**config.mk**
```make
export PLATFORM = sky130hd
export DESIGN_NAME = hex_display_scanner
export DESIGN_NICKNAME = d
export VERILOG_FILES = /design/src/rtl/hex_display_scanner.sv
export SDC_FILE = /design/constraint.sdc
export NUM_CORES = 1
export LEC_CHECK = 0
export CORE_MARGIN = 3
export CORE_UTILIZATION = 57
export DETAILED_ROUTE_END_ITERATION = 8
export GPL_TIMING_DRIVEN = 0
export HOLD_SLACK_MARGIN = 0.08
export PLACE_DENSITY = 0.91
export SLEW_MARGIN = 15
export SYNTH_ARGS = -nofsm -noshare
export SYNTH_HDL_FRONTEND = slang
export SYNTH_SLANG_ARGS = --single-unit
```
**constraint.sdc**
```tcl
create_clock -name clk -period 3.3 [get_ports clk]
set_input_delay 0.33 -clock clk [delete_from_list [all_inputs] [get_ports clk]]
set_output_delay 0.33 -clock clk [all_outputs]
set_load 0.005 [all_outputs]
```
**src/rtl/hex_display_scanner.sv**
```systemverilog
// Time-multiplexed hex seven-segment scanner: one shared decoder, frame-aligned double-buffered loads.
// Optional feature macro: LEADING_ZERO_BLANK_EN (blanks leading zero digits; digit 0 always shown).
module hex_display_scanner #(
    parameter int NUM_DIGITS = 4,
    parameter int DIV        = 50000,
    parameter int GUARD      = 2
) (
    input  logic                    clk,
    input  logic                    rst,
    input  logic                    en,
    input  logic                    load_valid,
    input  logic [4*NUM_DIGITS-1:0] load_data,
    output logic                    load_ready,
    output logic [6:0]              seg,
    output logic [NUM_DIGITS-1:0]   dig_n,
    output logic                    frame_done
);
    localparam int IW   = (NUM_DIGITS > 1) ? $clog2(NUM_DIGITS) : 1;
    localparam int CMAX = (DIV > GUARD) ? DIV : GUARD;
    localparam int CW   = $clog2(CMAX + 1);
    localparam int DW   = 4 * NUM_DIGITS;

    typedef enum logic [1:0] {S_IDLE, S_GUARD, S_SHOW} state_t;

    state_t                state, state_next;
    logic [IW-1:0]         idx, idx_next;
    logic [CW-1:0]         cnt, cnt_next;
    logic                  frame_end;
    logic [DW-1:0]         shadow, pending;
    logic                  pend_full;
    logic                  accept, transfer;
    logic [6:0]            seg_next;
    logic [NUM_DIGITS-1:0] dig_n_next;
    logic [3:0]            nibble;
    logic                  blank;

    function automatic logic [6:0] decode(input logic [3:0] h);
        case (h)
            4'h0: decode = 7'h40;
            4'h1: decode = 7'h79;
            4'h2: decode = 7'h24;
            4'h3: decode = 7'h30;
            4'h4: decode = 7'h19;
            4'h5: decode = 7'h12;
            4'h6: decode = 7'h02;
            4'h7: decode = 7'h78;
            4'h8: decode = 7'h00;
            4'h9: decode = 7'h10;
            4'hA: decode = 7'h20;
            4'hB: decode = 7'h03;
            4'hC: decode = 7'h46;
            4'hD: decode = 7'h21;
            4'hE: decode = 7'h06;
            default: decode = 7'h0E;
        endcase
    endfunction

    // Outputs are registered from the next-state view so they change on the same edge as the state.
    always_ff @(posedge clk or posedge rst) begin
        if (rst) begin
            state      <= S_IDLE;
            idx        <= '0;
            cnt        <= '0;
            seg        <= 7'h7F;
            dig_n      <= '1;
            frame_done <= 1'b0;
            load_ready <= 1'b1;
        end else begin
            state      <= state_next;
            idx        <= idx_next;
            cnt        <= cnt_next;
            seg        <= seg_next;
            dig_n      <= dig_n_next;
            frame_done <= frame_end;
            load_ready <= ~(accept | (pend_full & ~transfer));
        end
    end

    assign accept   = load_valid & ~pend_full;
    assign transfer = pend_full & (frame_end | (state == S_IDLE));

    always_ff @(posedge clk or posedge rst) begin
        if (rst) begin
            shadow    <= '0;
            pending   <= '0;
            pend_full <= 1'b0;
        end else if (transfer) begin
            shadow    <= pending;
            pend_full <= 1'b0;
        end else if (accept) begin
            pending   <= load_data;
            pend_full <= 1'b1;
        end
    end

    always_comb begin
        state_next = state;
        idx_next   = idx;
        cnt_next   = cnt;
        frame_end  = 1'b0;
        if (!en) begin
            state_next = S_IDLE;
            idx_next   = '0;
            cnt_next   = '0;
        end else begin
            case (state)
                S_IDLE: begin
                    state_next = S_GUARD;
                    idx_next   = '0;
                    cnt_next   = '0;
                end
                S_GUARD: begin
                    if (cnt == CW'(GUARD - 1)) begin
                        state_next = S_SHOW;
                        cnt_next   = '0;
                    end else begin
                        cnt_next = cnt + CW'(1);
                    end
                end
                S_SHOW: begin
                    if (cnt == CW'(DIV - 1)) begin
                        state_next = S_GUARD;
                        cnt_next   = '0;
                        if (idx == IW'(NUM_DIGITS - 1)) begin
                            idx_next  = '0;
                            frame_end = 1'b1;
                        end else begin
                            idx_next = idx + IW'(1);
                        end
                    end else begin
                        cnt_next = cnt + CW'(1);
                    end
                end
                default: state_next = S_IDLE;
            endcase
        end
    end

    // Shadow only changes on edges leading into GUARD or IDLE, so decoding it here never tears a SHOW slot.
    always_comb begin
        nibble     = '0;
        blank      = 1'b0;
        seg_next   = 7'h7F;
        dig_n_next = '1;
        for (int k = 0; k < NUM_DIGITS; k++) begin
            if (idx_next == IW'(k)) begin
                nibble = shadow[4*k +: 4];
`ifdef LEADING_ZERO_BLANK_EN
                if (k > 0 && (shadow >> (4*k)) == '0) blank = 1'b1;
`endif
            end
        end
        if (state_next == S_SHOW && !blank) begin
            seg_next = decode(nibble);
            for (int k = 0; k < NUM_DIGITS; k++) dig_n_next[k] = (idx_next != IW'(k));
        end
    end
endmodule

```
Word level (Yosys, flattened, before mapping):

Memory sizes are Yosys's and may differ from the RTL's.
Index checks and enable logic that the tools add are counted.

* flip-flop bits (word level): 66
* bits in read-only memories: 112
* bits of input ports: 20
* output and inout bits: 13
* logic and storage cells: 63
* memories kept: 1

Memories
* (no name shown): depth 16, bits a word 7, rd ports 1, clocked after Yosys merged registers in 0, write ports 0, RTL line 38 `case (h)`

* add/sub/neg operators: 2
* equal/unequal tests: 13
* muxes and demuxes: 24
* bitwise logic cells: 8
* reductions and logical operators: 5

Operators with widths (number)
* $mux 16: 3
* $pmux 16 s3: 1
* $mux 4: 5
* $add 16x1->16 const B: 1
* $eq 16x1->1 const B: 1
* $eq 16x16->1 const B: 1
* $mux 2: 6
* $eq 2x2->1 const B: 5
* $mux 7: 1
* $mux 1: 6
* $pmux 2 s3: 1
* $eq 2x1->1 const B: 2
* $logic_not 2->1: 2
* $ne 2x2->1 const B: 2
* $ne 4x1->1 const B: 1
* $pmux 2 s2: 1
* $reduce_bool 2->1: 2
* $and 1x1->1: 3
* $not 1->1: 3
* $add 2x1->2 const B: 1
* $ne 2x1->1 const B: 1
* $or 1x1->1: 2
* $reduce_and 2->1: 1

Logic depth before layout (Yosys ltp):

Gate-level depths: netlist (run 1).
An unclocked memory read counts as a cell.

* depth after elaboration: 12
* gate-level depth with buffers: 15
* mapped depth without buffers: 14

Least setup slack after synthesis (run 1):

No wires, ideal clock.

* path type: reg2reg
* start point: reg cnt[0]
* end point: reg seg[6]
* setup time: 105 ps
* arrival: 2630 ps
* required time: 3195 ps
* slack: 564 ps
* stages on the path, launching flop included: 15
* path buffers: 1
* period minus slack after synthesis: 2736 ps
* cells stage by stage: dfrtp_1 -> ha_1 -> and4_1 -> and4_1 -> buf_6 -> a211o_2 -> nand2_1 -> nand2b_1 -> a32oi_2 -> inv_1 -> ha_1 -> inv_1 -> nor2_1 -> a21oi_1 -> o221ai_1

* longest elaborated chain between the ends: 11
* elaborated cells between the ends (all ways): 20
* those cells by class: 6 x eq/ne; 12 x mux; 1 x reduce/logical; 1 x memory

Ends and longest elaborated chain
* start, declared: RTL line 27 `logic [CW-1:0] cnt, cnt_next;`
* start signal, assigned: RTL line 71 `cnt <= cnt_next;`
* $eq 16x16->1: RTL line 121 `if (cnt == CW'(DIV - 1)) begin`
* $mux 2: RTL line 121
* $pmux 2 s2: RTL line 106 `case (state)`
* $mux 2: RTL line 101 `if (!en) begin`
* $logic_not 2->1: RTL line 146 `if (idx_next == IW'(k)) begin`
* $mux 4 (4 in a row): RTL line 146
* $mem_v2 16x7
* $mux 7 (*): RTL line 153 `if (state_next == S_SHOW && !blank) begin`
* net seg_next[6]: RTL line 32 `logic [6:0] seg_next;`
* end signal, assigned: RTL line 72 `seg <= seg_next;`
* end, declared: RTL line 14 `output logic [6:0] seg,`

The timed path passes the listed nets; every way through them passes the cells marked *.
A chain may end at the register's enable or synchronous reset.

Worst setup path in the final report (run 1):

* start point: reg state[0]
* end point: reg seg[3]

* longest elaborated chain between the ends: 10
* elaborated cells between the ends (all ways): 20
* those cells by class: 6 x eq/ne; 11 x mux; 2 x reduce/logical; 1 x memory

Ends and longest elaborated chain
* start, declared: RTL line 25 `state_t state, state_next;`
* start signal, assigned: RTL line 69 `state <= state_next;`
* $eq 2x2->1 / $logic_not 2->1 (equally long branches): RTL line 106
* $pmux 2 s2: RTL line 106
* $mux 2: RTL line 101
* $logic_not 2->1: RTL line 146
* $mux 4 (4 in a row): RTL line 146
* $mem_v2 16x7
* $mux 7 (*): RTL line 153
* net seg_next[3]: RTL line 32

Marks and branches as above.

==> results.json, run 1 <==
{
  "synth_area_per_cell_um2": 10.9,
  "syn_to_final_growth_pct": 21.0,
  "max_slew_margin": 0.528,
  "place_inst": 411,
  "placed_cell_area_um2": 3790,
  "synth.top_cells.by_count": "dfrtp_1, nand2_1, mux2_2, o21ai_0, nor2_1",
  "cp-start-kind": "register",
  "path_clk_slew_ns": 0.07,
  "finalMaxSlewViolations": 0,
  "hpwl_mm": 4.92,
  "finClkSkew_ns": 0.00816,
  "cp_data_required_time_ns": 3.55,
  "power.static_leakage_nw": 1.74,
  "core_um2": 5610,
  "ant_nets": 0,
  "grtUsageMet3": 0.0466,
  "grtUsageMet2": 0.341,
  "fin_crit_ns": 3.08,
  "synth.distinct_cells": 56,
  "start_util": 0.597,
  "met1_usage": 0.303,
  "clockBufferDepth": 2,
  "syn-instance-count": 306,
  "antenna_found_initial": 0,
  "portBuffers": 32,
  "cts_tree": "done",
  "die_w_um": 82.6,
  "root_buffer": "clkbuf_8",
  "yosys-top-cells-area": "dfrtp_1, mux2_2, dfstp_2",
  "synth_most_common_cell": "dfrtp_1",
  "clk_latency_ns": 0.35,
  "min_period_over_period": 0.932,
  "path_class": "reg2reg",
  "async_reset_ff_frac": 1.00,
  "endpoint_kind": "register",
  "die_area_um2": 6830,
  "yosysSeqAreaShare": 0.498,
  "avgViaCountPerCell": 5.88,
  "stdcell_count": 433,
  "r2r-end": "seg[3]$_DFF_PP1_",
  "ys_ff_latch": 66,
  "ios": 33,
  "synth_top_area_cell": "dfrtp_1",
  "p_per_area_nw_per_um2": 583,
  "nets": 386,
  "syn_nets": 336,
  "rsz0062_at_grt": "no",
  "grt_pass1_vias": 2433,
  "firstDrtPassIters": 5,
  "wl_per_cell_um": 16.3,
  "grtUsageTotal": 0.228,
  "top_usage_layer": "met2",
  "fp-row-count": 27,
  "place_congestion": 0.933,
  "design_area_um2": 4050,
  "synth_top_area_frac": 0.404,
  "reg2reg_from": "state[0]$_DFF_PP0_",
  "htree_levels": 3,
  "drc_errors": 0,
  "grt_pass1_wl_mm": 11.5,
  "antennaDiodeCount": 0,
  "hold_violations": 0,
  "drtIter0Drc": 245,
  "holdBufCountCts": 0,
  "wl_mm": 7.05,
  "setup_viol": 0,
  "ys.warnings.count": 0,
  "critPathArrivalTime_ns": 3.33,
  "reg2reg_depth": 12,
  "drv_cap": 0,
  "cts_made_buffers": 9,
  "dieHeight_um": 82.6,
  "ys.flop_type": "dfrtp_1",
  "tightest_slew_ns": 0.707,
  "vdd_drop_max_mv": 0.572,
  "via_count": 2546,
  "fmax_mhz": 325,
  "synth_edf_count": 0,
  "gr-total-overflow": 0,
  "cts_sinks": 66,
  "run_status": "complete, no violations",
  "reg2reg_setup_slack_ns": 0.22,
  "cp_max_fo": 9,
  "netlist_area_um2": 3350,
  "grt_max_degree": 50,
  "hold_path.class": "in2async",
  "drive_gt1_frac": 0.227
}
[report_power, final]
group	switching, mW	internal [mW]	leakage (nW)
combinational	0.290	0.333	0.838
clock	0.310	0.370	0.0966
sequential	0.0962	0.962	0.805
total	0.697	1.66	1.74
[state kept, by name, indices dropped and copies added (netlist names)]
name,flops
frame_done,1
pend_full,1
cnt,16
shadow,16
pending,16
idx,2
dig_n,4
state,2
seg,7
load_ready,1
[worst max-delay path by stage]
stage                       startpoint                to  depth (start not counted)
floorplan           cnt[0]$_DFFE_PP0P_  seg[6]$_DFF_PP1_                         14
global placement                    en  seg[6]$_DFF_PP1_                         13
detailed placement                  en  seg[6]$_DFF_PP1_                         13
CTS                 cnt[0]$_DFFE_PP0P_  seg[6]$_DFF_PP1_                         13
global route        state[0]$_DFF_PP0_  seg[6]$_DFF_PP1_                         14
finish              state[0]$_DFF_PP0_  seg[3]$_DFF_PP1_                         12
[cells by family (layout without fill, tap and decap cells)]
| group | Yosys count | after routing | synth area share |
|---|---|---|---|
| AO/OA/AOI/OAI | 61 | 61 | 0.134 |
| XOR/XNOR | 3 | 3 | 0.00785 |
| adder cells (fa/ha/maj) | 10 | 10 | 0.0374 |
| buffers and inverters | 25 | 80 | 0.0340 |
| flip-flops | 66 | 66 | 0.498 |
| multiplexers | 33 | 33 | 0.110 |
| AND/OR/NAND/NOR | 108 | 108 | 0.179 |
[layer usage]
metal	vias up	share of wire
li1	1200	-
met1	1229	0.44
met2	93	0.48
met3	24	0.054
met4	0	0.032
met5	-	0
[cell type report]
type,instances,area [um^2]
Buffer,12,65.1
Clock buffer,12,145
Clock inverter,4,51.3
Fill cell,403,1560
Inverter,13,51.3
Multi-Input combinational cell,215,1590
Sequential cell,66,1670
Tap cell,72,90.1
Timing Repair Buffer,39,393
[critical path, stage by stage, from the launching register on]
cell	delay (ns)
dfrtp_1	0.42
inv_1	0.10
ha_1	0.15
buf_4	0.17
nor4b_1	0.31
nand2_1	0.18
nor4b_4	0.29
nor2_1	0.12
a222oi_1	0.39
nand2_2	0.17
ha_1	0.34
mux2i_1	0.17
o221ai_1	0.15
[stage by stage]
stage / setup slack [ns] / power (mW) / hold slack (ns) / setup TNS, ns / util
floorplan: 0.564 / 1.46 / 0.418 / 0 / -
finish: 0.223 / 2.36 / 0.261 / 0 / 0.722
global placement: 0.0471 / 1.57 / 0.450 / 0 / 0.670
CTS: 0.0996 / 2.31 / 0.264 / 0 / 0.711
detailed placement: -0.133 / 1.63 / 0.471 / -0.354 / 0.676
global route: 0.00472 / 2.48 / 0.292 / 0 / 0.722
[placed cells by master, fill, tap and decap left out, types with 8 or more instances in the layout]
cell	n
clkdlybuf4s50_1	32
dfstp_2	12
nor2_1	19
nand2_1	31
ha_1	10
dfrtp_1	54
mux2_2	31
inv_1	12
o21ai_0	22
nand3_1	10
clkbuf_8	10
and3_1	8
clkbuf_1	9
[timing repair]
action | in CTS | in global routing
gates resized for setup | 0 | 3
setup buffers | 0 | 6
endpoints found under the setup margin | 0 | 5
Note: power is estimated with default switching activity, not from simulation.
==> run 2, diff against run 1 <==
==> constraint.sdc (replaced) <==
create_clock -name clk -period 3.3 [get_ports clk]
set_input_delay 0.66 -clock clk [delete_from_list [all_inputs] [get_ports clk]]
set_output_delay 0.66 -clock clk [all_outputs]
set_load 0.005 [all_outputs]
==> results.json, run 2 (same netlist as run 1, synthesis figures left out) <==
{
  "run_status": "complete, no violations",
  "fillers": 401,
  "gr-total-overflow": 0,
  "hpwl_mm": 4.92,
  "seqCellArea_um2": 1670,
  "grtUsageMet3": 0.0466,
  "avgViaCountPerCell": 5.97,
  "drtIter0Drc": 245,
  "r2r-end": "seg[3]$_DFF_PP1_",
  "die_area_um2": 6830,
  "core_um2": 5610,
  "path_clk_slew_ns": 0.07,
  "min_from": "pend_full$_DFFE_PP0P_",
  "hold_end": "load_ready$_DFF_PP1_",
  "fmax_mhz": 322,
  "antennaDiodeCount": 0,
  "reg_top3": "cnt (16), pending (16), shadow (16)",
  "place_congestion": 0.933,
  "grt_max_degree": 50,
  "nets": 386,
  "drive_gt1_frac": 0.230,
  "grtUsageMet2": 0.344,
  "setup_viol": 0,
  "hold_depth": 1,
  "die_w_um": 82.6,
  "syn_to_final_growth_pct": 21.0,
  "via_count": 2584,
  "path_class": "reg2reg",
  "met1_usage": 0.304,
  "p_per_area_nw_per_um2": 584,
  "p_total_mw": 2.36,
  "dieHeight_um": 82.6,
  "cp-start-kind": "register",
  "start_util": 0.597,
  "cp_data_required_time_ns": 3.55,
  "rsz0062_at_grt": "no",
  "grt_pass1_vias": 2437,
  "holdBufCountCts": 0,
  "htree_levels": 3,
  "ios": 33,
  "hold_violations": 0,
  "hold_path.class": "reg2reg",
  "fp-row-count": 27,
  "setup-tns-final_ns": 0,
  "firstDrtPassIters": 5,
  "critPathArrivalTime_ns": 3.36,
  "cts_tree": "done",
  "portBuffers": 32,
  "endpoint_kind": "register",
  "wl_mm": 7.01,
  "reg2reg_from": "state[0]$_DFF_PP0_",
  "layout_commonest_cell": "dfrtp_1",
  "reg2reg_setup_slack_ns": 0.19,
  "finClkSkew_ns": 0.0103,
  "ant_nets": 0,
  "grtUsageTotal": 0.229,
  "wl_per_cell_um": 16.2,
  "root_buffer": "clkbuf_8",
  "antenna_found_initial": 0,
  "top_usage_layer": "met2",
  "power.static_leakage_nw": 1.74,
  "grt_pass1_wl_mm": 11.5,
  "clockBufferDepth": 2,
  "cp_max_fo": 9,
  "max_slew_margin": 0.544,
  "tightest_slew_ns": 0.682,
  "multiInputGateArea_um2": 1590,
  "cts_sinks": 66,
  "drc_errors": 0,
  "reg2reg_depth": 12,
  "clk_latency_ns": 0.35,
  "cts_made_buffers": 9,
  "mostFrequentLayoutCells": "dfrtp_1, clkdlybuf4s50_1, nand2_1, mux2_2, o21ai_0",
  "fin_crit_ns": 3.11,
  "vdd_drop_max_mv": 0.577,
  "finalMaxSlewViolations": 0,
  "min_period_over_period": 0.941,
  "drv_cap": 0
}
## run 2: cell counts in the layout (fill, tap and decap cells not counted)
No cell type changed its count.
## run 2: critical path, cell delays in order (launching register included)
cell and delay [ns]:
dfrtp_1 0.42, inv_1 0.10, ha_1 0.15, buf_4 0.17
nor4b_1 0.32, nand2_1 0.18, nor4b_4 0.31, nor2_1 0.12
a222oi_1 0.40, nand2_2 0.17, ha_1 0.34, mux2i_1 0.18
o221ai_1 0.15
## run 2: worst max-delay path by stage
| stage | start | endpoint | slack (ns) | cells past startpoint |
|---|---|---|---|---|
| 2_1_floorplan | cnt[0]$_DFFE_PP0P_ | seg[6]$_DFF_PP1_ | 0.56 | 14 |
| 3_3_place_gp | en | seg[6]$_DFF_PP1_ | -0.28 | 13 |
| 3_5_place_dp | en | seg[6]$_DFF_PP1_ | -0.46 | 13 |
| 4_1_cts | en | seg[6]$_DFF_PP1_ | 0.12 | 13 |
| 5_1_grt | state[0]$_DFF_PP0_ | seg[6]$_DFF_PP1_ | 0.005 | 14 |
| 6_report | state[0]$_DFF_PP0_ | seg[3]$_DFF_PP1_ | 0.19 | 12 |
## run 2: what timing repair did
action / CTS / global route
resized for setup: 2 / 2
setup buffers: 0 / 6
setup endpoints to repair: 4 / 5
pin swaps: 0 / 2
## run 2: layout make-up
class	instances	area share
Sequential cell	66	0.411
Multi-Input combinational cell	215	0.392
Timing Repair Buffer	39	0.0970
Clock buffer	12	0.0358
Tap cell	72	0.0222
Buffer	12	0.0164
Clock inverter	4	0.0127
Inverter	13	0.0127
## run 2: where the power goes
| group | switching (mW) | total [mW] | internal (mW) | leakage (nW) |
|---|---|---|---|---|
| sequential | 0.0971 | 1.06 | 0.962 | 0.805 |
| combinational | 0.290 | 0.623 | 0.333 | 0.841 |
| clock | 0.313 | 0.683 | 0.370 | 0.0966 |
## run 2: per-layer routing
metal	wire, um	vias to the layer above
met4	235	0
met3	421	24
met2	3360	124
met1	2990	1239
li1	-	1197
met5	0	-
## run 2: per-stage QoR
stage                     hold slack [ns]  std cells  utilization  instance area [um^2]  setup WS [ns]
after global routing                0.520        433        0.722                  4050        0.00472
after floorplan                     0.418        306            -                  3350          0.564
after global placement              0.450        410        0.670                  3760         -0.283
after CTS                           0.488        427        0.713                  4000          0.123
final                               0.483        433        0.722                  4050          0.195
after detailed placement            0.471        411        0.676                  3790         -0.463
